**config.mk**
```make
export PLATFORM = sky130hd
export DESIGN_NAME = uart_tx_arbiter_flat
export DESIGN_NICKNAME = d
export VERILOG_FILES = /design/src/rtl/uart_tx_arbiter_if.sv /design/src/rtl/uart_tx_arbiter.sv /design/src/flat_wrapper.sv
export SDC_FILE = /design/constraint.sdc
export NUM_CORES = 1
export LEC_CHECK = 0
export CORE_ASPECT_RATIO = 1.1
export CORE_UTILIZATION = 30
export CTS_BUF_LIST = sky130_fd_sc_hd__clkbuf_4 sky130_fd_sc_hd__clkbuf_8
export CTS_CLUSTER_DIAMETER = 50
export DETAILED_ROUTE_END_ITERATION = 6
export PLACE_DENSITY_LB_ADDON = 0.05
export SETUP_SLACK_MARGIN = 0.15
export SYNTH_ARGS = -nofsm -noshare
export SYNTH_HDL_FRONTEND = slang
export SYNTH_SLANG_ARGS = --single-unit
```
**constraint.sdc**
```tcl
create_clock -name clk -period 1.7 [get_ports clk]
set_input_delay 0.34 -clock clk [delete_from_list [all_inputs] [get_ports clk]]
set_output_delay 0.34 -clock clk [all_outputs]
set_load 0.02 [all_outputs]
```
**src/rtl/uart_tx_arbiter_if.sv**
```systemverilog
// Purpose : bundles the requester-side and uart-side signals of the uart tx arbiter.
// Latency : none (wiring only).
// Backpressure: req is a level held until done/err; tx_empty from the uart paces transfers.
// Ports (slave view = the arbiter):
//   in : arb_enable, req[NUM_REQ], req_data[8*NUM_REQ], tx_empty
//   out: grant[NUM_REQ], done[NUM_REQ], err[NUM_REQ], tx_data[8], ld_tx_data, tx_enable
interface uart_tx_arbiter_if #(
  parameter int NUM_REQ = 4
);
  logic                   arb_enable;
  logic [NUM_REQ-1:0]     req;
  logic [8*NUM_REQ-1:0]   req_data;
  logic [NUM_REQ-1:0]     grant;
  logic [NUM_REQ-1:0]     done;
  logic [NUM_REQ-1:0]     err;
  logic [7:0]             tx_data;
  logic                   ld_tx_data;
  logic                   tx_enable;
  logic                   tx_empty;

  // Requesters plus the uart, seen from outside the arbiter.
  modport master (
    output arb_enable, req, req_data, tx_empty,
    input  grant, done, err, tx_data, ld_tx_data, tx_enable
  );

  // The arbiter itself.
  modport slave (
    input  arb_enable, req, req_data, tx_empty,
    output grant, done, err, tx_data, ld_tx_data, tx_enable
  );
endinterface

```
**src/rtl/uart_tx_arbiter.sv**
```systemverilog
// Purpose : round-robin share of one uart transmitter among NUM_REQ byte requesters.
// Latency : grant + tx_data one cycle after a qualifying req in IDLE; done one cycle after synced tx_empty returns.
// Backpressure: one transfer in flight; requesters hold req until done/err; arb_enable=0 blocks new grants only.
// Ports: clk, reset (async, active-high); bus (slave modport): arb_enable, req, req_data,
//        tx_empty in; grant, done, err, tx_data, ld_tx_data, tx_enable out.
module uart_tx_arbiter #(
  parameter int NUM_REQ      = 4,
  parameter int BUSY_TIMEOUT = 64
) (
  input  logic               clk,
  input  logic               reset,
  uart_tx_arbiter_if.slave   bus
);
  localparam int IW = (NUM_REQ > 1) ? $clog2(NUM_REQ) : 1;
  localparam int CW = $clog2(BUSY_TIMEOUT + 1);

  typedef enum logic [1:0] {S_IDLE, S_LOAD, S_BUSY} state_t;

  state_t               r_state;
  state_t               w_state_nxt;

  logic                 r_sync1;
  logic                 r_sync2;
  logic                 w_tx_empty_s;

  logic [NUM_REQ-1:0]   r_grant,   w_grant_nxt;
  logic [NUM_REQ-1:0]   r_done,    w_done_nxt;
  logic [NUM_REQ-1:0]   r_err,     w_err_nxt;
  logic [7:0]           r_tx_data, w_tx_data_nxt;
  logic                 r_ld,      w_ld_nxt;
  logic                 r_tx_enable;
  logic [IW-1:0]        r_ptr,     w_ptr_nxt;
  logic [IW-1:0]        r_owner,   w_owner_nxt;
  logic [CW-1:0]        r_cnt,     w_cnt_nxt;

  logic [IW-1:0]        w_win;
  logic [NUM_REQ-1:0]   w_win_oh;
  logic [IW-1:0]        w_ptr_after;
  logic                 w_start;
  logic                 w_timeout;
  int                   w_idx;

  assign w_tx_empty_s = r_sync2;

  // Walk offsets from the highest down so the lowest offset from r_ptr wins.
  always_comb begin
    w_win = '0;
    w_idx = 0;
    for (int i = NUM_REQ - 1; i >= 0; i--) begin
      w_idx = int'(r_ptr) + i;
      if (w_idx >= NUM_REQ) w_idx = w_idx - NUM_REQ;
      if (bus.req[IW'(w_idx)]) w_win = IW'(w_idx);
    end
  end

  assign w_win_oh    = {{(NUM_REQ-1){1'b0}}, 1'b1} << w_win;
  assign w_ptr_after = (r_owner == IW'(NUM_REQ - 1)) ? '0 : r_owner + IW'(1);
  // tx_empty_s=1 in IDLE keeps us from loading while the uart is still shifting.
  assign w_start     = (r_state == S_IDLE) && bus.arb_enable && (|bus.req) && w_tx_empty_s;
  assign w_timeout   = (r_cnt == CW'(BUSY_TIMEOUT - 1));

  // State register.
  always_ff @(posedge clk or posedge reset) begin
    if (reset) r_state <= S_IDLE;
    else       r_state <= w_state_nxt;
  end

  // Next-state logic.
  always_comb begin
    w_state_nxt = r_state;
    case (r_state)
      S_IDLE: if (w_start) w_state_nxt = S_LOAD;
      S_LOAD: begin
        if (!w_tx_empty_s)  w_state_nxt = S_BUSY;
        else if (w_timeout) w_state_nxt = S_IDLE;
      end
      S_BUSY: if (w_tx_empty_s) w_state_nxt = S_IDLE;
      default: w_state_nxt = S_IDLE;
    endcase
  end

  // Output/datapath next values; r_grant doubles as the owner one-hot for done/err.
  always_comb begin
    w_grant_nxt   = r_grant;
    w_tx_data_nxt = r_tx_data;
    w_ld_nxt      = r_ld;
    w_done_nxt    = '0;
    w_err_nxt     = '0;
    w_ptr_nxt     = r_ptr;
    w_owner_nxt   = r_owner;
    w_cnt_nxt     = '0;
    case (r_state)
      S_IDLE: begin
        if (w_start) begin
          w_grant_nxt   = w_win_oh;
          w_tx_data_nxt = bus.req_data[{w_win, 3'b000} +: 8];
          w_ld_nxt      = 1'b1;
          w_owner_nxt   = w_win;
        end
      end
      S_LOAD: begin
        if (!w_tx_empty_s) begin
          w_ld_nxt = 1'b0;
        end else if (w_timeout) begin
          w_err_nxt   = r_grant;
          w_grant_nxt = '0;
          w_ld_nxt    = 1'b0;
          w_ptr_nxt   = w_ptr_after;
        end else begin
          w_cnt_nxt = r_cnt + CW'(1);
        end
      end
      S_BUSY: begin
        if (w_tx_empty_s) begin
          w_done_nxt  = r_grant;
          w_grant_nxt = '0;
          w_ptr_nxt   = w_ptr_after;
        end
      end
      default: begin
        w_grant_nxt = '0;
        w_ld_nxt    = 1'b0;
      end
    endcase
  end

  // Synchroniser flops reset to 1 so a freshly reset arbiter sees an idle uart.
  always_ff @(posedge clk or posedge reset) begin
    if (reset) begin
      r_sync1     <= 1'b1;
      r_sync2     <= 1'b1;
      r_grant     <= '0;
      r_done      <= '0;
      r_err       <= '0;
      r_tx_data   <= '0;
      r_ld        <= 1'b0;
      r_tx_enable <= 1'b0;
      r_ptr       <= '0;
      r_owner     <= '0;
      r_cnt       <= '0;
    end else begin
      r_sync1     <= bus.tx_empty;
      r_sync2     <= r_sync1;
      r_grant     <= w_grant_nxt;
      r_done      <= w_done_nxt;
      r_err       <= w_err_nxt;
      r_tx_data   <= w_tx_data_nxt;
      r_ld        <= w_ld_nxt;
      r_tx_enable <= bus.arb_enable;
      r_ptr       <= w_ptr_nxt;
      r_owner     <= w_owner_nxt;
      r_cnt       <= w_cnt_nxt;
    end
  end

  assign bus.grant      = r_grant;
  assign bus.done       = r_done;
  assign bus.err        = r_err;
  assign bus.tx_data    = r_tx_data;
  assign bus.ld_tx_data = r_ld;
  assign bus.tx_enable  = r_tx_enable;
endmodule

```
**src/flat_wrapper.sv**
```systemverilog
// flat-port wrapper written by rule: the top's interface ports become plain ports
module uart_tx_arbiter_flat 
#(
  parameter int NUM_REQ      = 4,
  parameter int BUSY_TIMEOUT = 64
)
  (clk, reset, bus_arb_enable, bus_req, bus_req_data, bus_tx_empty, bus_grant, bus_done, bus_err, bus_tx_data, bus_ld_tx_data, bus_tx_enable);
  uart_tx_arbiter_if #(.NUM_REQ(NUM_REQ)) bus_i ();
  input  logic clk;
  input  logic reset;
  input wire logic [$bits(bus_i.arb_enable)-1:0] bus_arb_enable;
  input wire logic [$bits(bus_i.req)-1:0] bus_req;
  input wire logic [$bits(bus_i.req_data)-1:0] bus_req_data;
  input wire logic [$bits(bus_i.tx_empty)-1:0] bus_tx_empty;
  output wire logic [$bits(bus_i.grant)-1:0] bus_grant;
  output wire logic [$bits(bus_i.done)-1:0] bus_done;
  output wire logic [$bits(bus_i.err)-1:0] bus_err;
  output wire logic [$bits(bus_i.tx_data)-1:0] bus_tx_data;
  output wire logic [$bits(bus_i.ld_tx_data)-1:0] bus_ld_tx_data;
  output wire logic [$bits(bus_i.tx_enable)-1:0] bus_tx_enable;
  assign bus_i.arb_enable = bus_arb_enable;
  assign bus_i.req = bus_req;
  assign bus_i.req_data = bus_req_data;
  assign bus_i.tx_empty = bus_tx_empty;
  assign bus_grant = bus_i.grant;
  assign bus_done = bus_i.done;
  assign bus_err = bus_i.err;
  assign bus_tx_data = bus_i.tx_data;
  assign bus_ld_tx_data = bus_i.ld_tx_data;
  assign bus_tx_enable = bus_i.tx_enable;
  uart_tx_arbiter #(.NUM_REQ(NUM_REQ), .BUSY_TIMEOUT(BUSY_TIMEOUT)) u_core (.clk(clk), .reset(reset), .bus(bus_i));
endmodule
```
Word level (Yosys, flattened, before mapping)
Cells that the tools add are included.
{ "word_totals": {"register_bits": 37, "in_bits": 40, "word_cells": 99} }
{ "op_classes": {"add_sub_neg": 9, "magnitude_cmp": 8, "eq_ne": 9, "shift": 2, "muxes": 47, "bitwise": 1, "reduce_logical": 11} }
{ "op_table": {"columns": ["cell", "count"], "rows": [
  ["4-bit two-way mux", 9],
  ["2-bit two-way mux", 16],
  ["32-bit by 6-bit variable part select with 8-bit output", 1],
  ["7-bit two-way mux", 3],
  ["2-bit by 4-bit less-than comparator with 1-bit output, second input constant", 4],
  ["4-bit case mux with 3 select lines", 1],
  ["1-bit two-way mux", 11],
  ["3-bit greater-or-equal comparator, second input constant", 3],
  ["1-bit binary-select mux with 2-bit select", 4],
  ["2-bit by 1-bit != test with 1-bit output, second input constant", 4],
  ["4-bit AND reduction", 2],
  ["2-bit by 1-bit subtractor with 2-bit output, second input constant", 4],
  ["7-bit by 1-bit adder with 7-bit output, second input constant", 1],
  ["7-bit by 6-bit == test with 1-bit output, second input constant", 1],
  ["2-bit by 2-bit adder with 3-bit output, second input constant", 2],
  ["2-bit case mux with 3 select lines", 1],
  ["3-bit AND reduction", 2],
  ["2-bit == test, second input constant", 2],
  ["2-bit case mux with 2 select lines", 1],
  ["4-bit OR reduction", 1],
  ["1-bit by 2-bit << shifter with 4-bit output, first input constant", 1],
  ["2-bit by 1-bit adder with 3-bit output, second input constant", 1],
  ["2-bit by 3-bit greater-or-equal comparator with 1-bit output, second input constant", 1],
  ["1-bit logical AND", 3],
  ["8 further kinds", 8]
]} }

Depth between registers and ports, before layout
{ "logic_depth": {"word_depth": 13, "mapped_depth": 8, "depth_no_buf": 6} }

Worst setup path before layout
Ideal clock, no wire load.
{ "synth_path": {"path_type": "register to register", "from": "reg u_core.r_cnt[0]", "to": "reg u_core.r_ptr[0]", "setup_time_ns": 0.135, "arrival_time_ns": 1.548, "required_time_ns": 1.565, "setup_slack_ns": 0.017, "path_stages_with_launch": 7, "path_cell_list": "dfrtp_1 ha_1 nand4_1 or3_1 or2_2 a22oi_1 o21ai_0"} }
{ "synth_between": {"elab_chain_len": 3} }
{ "synth_rtl": {"columns": ["item", "line_no", "source"], "rows": [
  ["start, declared", "uart_tx_arbiter.sv:34", "logic [CW-1:0] r_cnt, w_cnt_nxt;"],
  ["start signal, assigned", "uart_tx_arbiter.sv:152", "r_cnt <= w_cnt_nxt;"],
  ["7-bit by 6-bit == test with 1-bit output", "uart_tx_arbiter.sv:60", "assign w_timeout = (r_cnt == CW'(BUSY_TIMEOUT - 1));"],
  ["2-bit by 1-bit != test with 1-bit output (no line)", null, null],
  ["4-bit AND reduction (no line)", null, null],
  ["end signal, assigned", "uart_tx_arbiter.sv:150", "r_ptr <= w_ptr_nxt;"],
  ["end, declared", "uart_tx_arbiter.sv:32", "logic [IW-1:0] r_ptr, w_ptr_nxt;"]
]} }
Every way passes these cells.
A chain may end at the register's enable or synchronous reset.

Final worst setup path
{ "layout_path": {"from": "reg u_core.r_ptr[1]", "to": "reg u_core.r_tx_data[5], in the netlist u_core.bus.tx_data[5]"} }
{ "layout_between": {"elab_chain_len": 11, "elab_cells_between_ends": 32, "cone_classes": "add/sub: 7; order compare: 4; shift: 1; mux: 20"} }
{ "layout_rtl": {"columns": ["item", "line_no", "source"], "rows": [
  ["2-bit by 2-bit adder with 3-bit output", "uart_tx_arbiter.sv:50", "w_idx = int'(r_ptr) + i;"],
  ["3-bit greater-or-equal comparator / 2-bit by 1-bit subtractor with 2-bit output (equally long branches)", "uart_tx_arbiter.sv:51", "if (w_idx >= NUM_REQ) w_idx = w_idx - NUM_REQ;"],
  ["2-bit two-way mux", "uart_tx_arbiter.sv:51", null],
  ["1-bit binary-select mux with 2-bit select", "uart_tx_arbiter.sv:52", "if (bus.req[IW'(w_idx)]) w_win = IW'(w_idx);"],
  ["1-bit two-way mux (implied by the code) (2 in series)", "uart_tx_arbiter.sv:52", null],
  ["2-bit two-way mux (3 in series)", "uart_tx_arbiter.sv:52", null],
  ["2-bit two-way mux (*)", "uart_tx_arbiter.sv:52", null],
  ["32-bit by 6-bit variable part select with 8-bit output (*)", "uart_tx_arbiter.sv:96", "w_tx_data_nxt = bus.req_data[{w_win, 3'b000} +: 8];"],
  ["end signal, assigned", "uart_tx_arbiter.sv:147", "r_tx_data <= w_tx_data_nxt;"],
  ["end, declared", "uart_tx_arbiter.sv:29", "logic [7:0] r_tx_data, w_tx_data_nxt;"]
]} }
Every way passes the cells marked *; elsewhere a longest branch is shown, timed or not. The select of a mux whose other input is x is not followed.

==> reports/qor.yml <==
clock_network:
  cts_root_buffer: "clkbuf_8"
  cts_sinks: 37
  hold_buffers: 0
  cts_tree: "done"
  clk_pin_slew_ns: 0.08
  numCtsBuffers: 5
  cts_buffer_depth: 2
  clock_latency_ns: 0.30
  cts_max_level: 2
finish:
  nets: 317
  area_delta_synth_final_pct: 80.8
  final_cell_mix: "clkdlybuf4s50_1, dfrtp_1, dlygate4sd2_1"
  drive_gt1_frac: 0.388
  fill_cells: 494
  n_antenna_cell: 0
global_routing:
  grt-ovfl-total: 0
  grt_max_degree: 38
  grt_pass1_vias: 1833
  grt_util_all_layers: 0.189
  antenna_found_initial: 0
  grt_pass1_wl_mm: 8.89
critical_path:
  critical_path_required_ns: 1.87
  cp-end-kind: "register"
  r2r_cells: 6
  path_max_fanout: 7
  worstSetupEndpoint: "u_core.bus.tx_data[5]"
  cpMaxStageDelayCell: "dfrtp_1"
  worstSetupStartpoint: "u_core.r_ptr[1]"
  timing.rr.end: "u_core.bus.tx_data[5]"
  cp.arrival_ns: 1.84
  reg2reg_slack_ns: 0.03
  regToRegStartpoint: "u_core.r_ptr[1]"
  cpPeakStageDelay_ns: 0.43
  start_kind: "register"
  crit_path_cell_trace: "buf_6, nor3b_4, a21oi_4, and2_4, a2111oi_4, a311oi_2"
  critPathKind: "reg2reg"
power_and_ir_drop:
  power-per-cell-area_mw_per_mm2: 1140
  ir_worst_vdd_uv: 503
  total_power_mw: 3.70
  p_leak_nw: 1.42
timing:
  hold_viol_final: 0
  fin_skew_ns: 0.00894
  hold_slack_ns: 0.358
  finalSetupViolCount: 0
  maxSlewViolCount: 0
  rsz0062_at_grt: "true"
  fmax_mhz: 599
  min_period_ns: 1.67
  tns_ns: 0
  maxSlewHeadroom: 0.745
  fin_crit_sh: 0.982
  tightest_slew_ns: 0.381
floorplan:
  rows: 29
  die_y_um: 83.2
  dieArea_mm2: 0.00630
  start_util: 0.311
  core_area_mm2: 0.00577
  ios: 62
  die_w_um: 75.8
drt:
  drt_iter0_markers: 21
  drtAntennaViolNets: 0
  drc: 0
  dr.pass1.iters: 3
  viasPerCell: 4.86
  routed_wl_mm: 5.47
  vias: 1714
  wire_per_inst_um: 15.5
yosys:
  synth_fp_nets: 219
  synthFlopType: "dfrtp_1"
  async_flop_share: 1.00
  syn_avg_cell_area_um2: 10.2
  netlist_area_mm2: 0.00180
  yosysSeqAreaShare: 0.517
  synth_seq_cells: 37
  syn_inst: 177
  synth_edf_count: 0
  yosysUniqueCellTypes: 41
  ys_warn_count: 0
hold_path:
  hold_depth: 0
  min_path_type: "reg2reg"
placement:
  hpwl_mm: 3.69
  portBuffers: 61
  place_congestion: 0.850
outcome:
  outcome: "finished, final reports clean"
flow_run:
  drv_cap: 0
## worst min-delay path by stage
stage	startpoint	end	slack, ns
6_report	u_core.r_sync1	u_core.r_sync2	0.36
5_1_grt	bus_arb_enable	u_core.bus.tx_enable	0.37
4_1_cts	u_core.r_sync1	u_core.r_sync2	0.36
3_5_place_dp	u_core.r_sync1	u_core.r_sync2	0.35
3_3_place_gp	u_core.r_sync1	u_core.r_sync2	0.35
2_1_floorplan	bus_tx_empty	u_core.r_sync1	0.34
## critical path, delay by kind of cell (launching register included)
kind                   cells  cell delay [ns]
AO/OA/AOI/OAI              3             0.54
flip-flops                 1             0.43
AND/OR/NAND/NOR            2             0.43
buffers and inverters      1             0.15
## logic make-up (layout without fill, tap and decap cells)
family | after synthesis | count (layout) | share of synthesized area
flops | 37 | 37 | 0.517
mux | 1 | 1 | 0.00557
xor+xnor | 5 | 5 | 0.0244
fa+ha+maj | 2 | 2 | 0.0139
simple gates | 71 | 73 | 0.184
compound gates | 47 | 47 | 0.208
buf+inv | 14 | 111 | 0.0473
## state kept, by name (all words and copies together), names as in the netlist
name	cells
u_core.bus.tx_enable	1
u_core.r_owner	2
u_core.r_cnt	7
u_core.r_sync2	1
u_core.r_ptr	2
u_core.r_state	2
u_core.bus.grant	4
u_core.bus.ld_tx_data	1
u_core.bus.done	4
u_core.r_sync1	1
u_core.bus.err	4
u_core.bus.tx_data	8
## final cells by class
class                           instances  area, um2  area share
Clock buffer                            5       68.8      0.0212
Timing Repair Buffer                   99        937       0.289
Multi-Input combinational cell        128       1180       0.364
Sequential cell                        37        930       0.286
Inverter                                4       15.0     0.00462
Clock inverter                          3       17.5     0.00539
Tap cell                               77       96.3      0.0297
## synthesized netlist by cell type (2+ instances only)
cell / number / share of area
a21o_1: 4 / 0.017
dfrtp_1: 35 / 0.49
a22o_1: 2 / 0.0098
xnor2_1: 3 / 0.015
nand3_1: 2 / 0.0056
a22oi_1: 2 / 0.0084
dfstp_2: 2 / 0.029
inv_1: 3 / 0.0063
and3_1: 5 / 0.017
and2_1: 5 / 0.017
clkbuf_1: 6 / 0.013
a2bb2oi_1: 2 / 0.0098
or2_2: 2 / 0.0070
nand2_1: 25 / 0.052
nor2b_1: 2 / 0.0070
xor2_1: 2 / 0.0098
nor3_1: 3 / 0.0084
or3_1: 2 / 0.0070
a311oi_1: 8 / 0.039
o21ai_0: 4 / 0.011
nor2_1: 20 / 0.042
a21oi_1: 4 / 0.011
a21boi_0: 8 / 0.033
ha_1: 2 / 0.014
a2111oi_0: 8 / 0.039
## report_power, final
| group | leakage (nW) | internal [mW] | total (mW) | switching, mW |
|---|---|---|---|---|
| Clock | 0.0439 | 0.283 | 0.622 | 0.338 |
| Combinational | 0.905 | 0.885 | 1.84 | 0.953 |
| Sequential | 0.466 | 1.08 | 1.24 | 0.156 |
## per-stage QoR
stage | setup WS [ns] | std cells | utilization | cell area [um2]
after floorplan | 0.0674 | 177 | - | 1850
after global placement | -0.371 | 335 | 0.473 | 2730
after detailed placement | -0.472 | 335 | 0.473 | 2730
after CTS | 0.0359 | 353 | 0.546 | 3150
after global routing | -0.0497 | 353 | 0.563 | 3250
final | 0.0314 | 353 | 0.563 | 3250
## per-layer routing
metal	track usage	up-vias	share of wire
met5	0	-	0
met4	0.0707	0	0.015
met3	0.0388	8	0.040
met2	0.331	46	0.54
met1	0.220	823	0.40
li1	-	837	-
## timing repair
| item | CTS | global route |
|---|---|---|
| resized for setup | 88 | 24 |
| setup buffers | 7 | 0 |
| endpoints found under the hold margin | 0 | 0 |
| pin swaps | 24 | 18 |
| setup endpoints to repair | 47 | 25 |
| cloned | 3 | 0 |
Power figures use the tool's default switching activity.
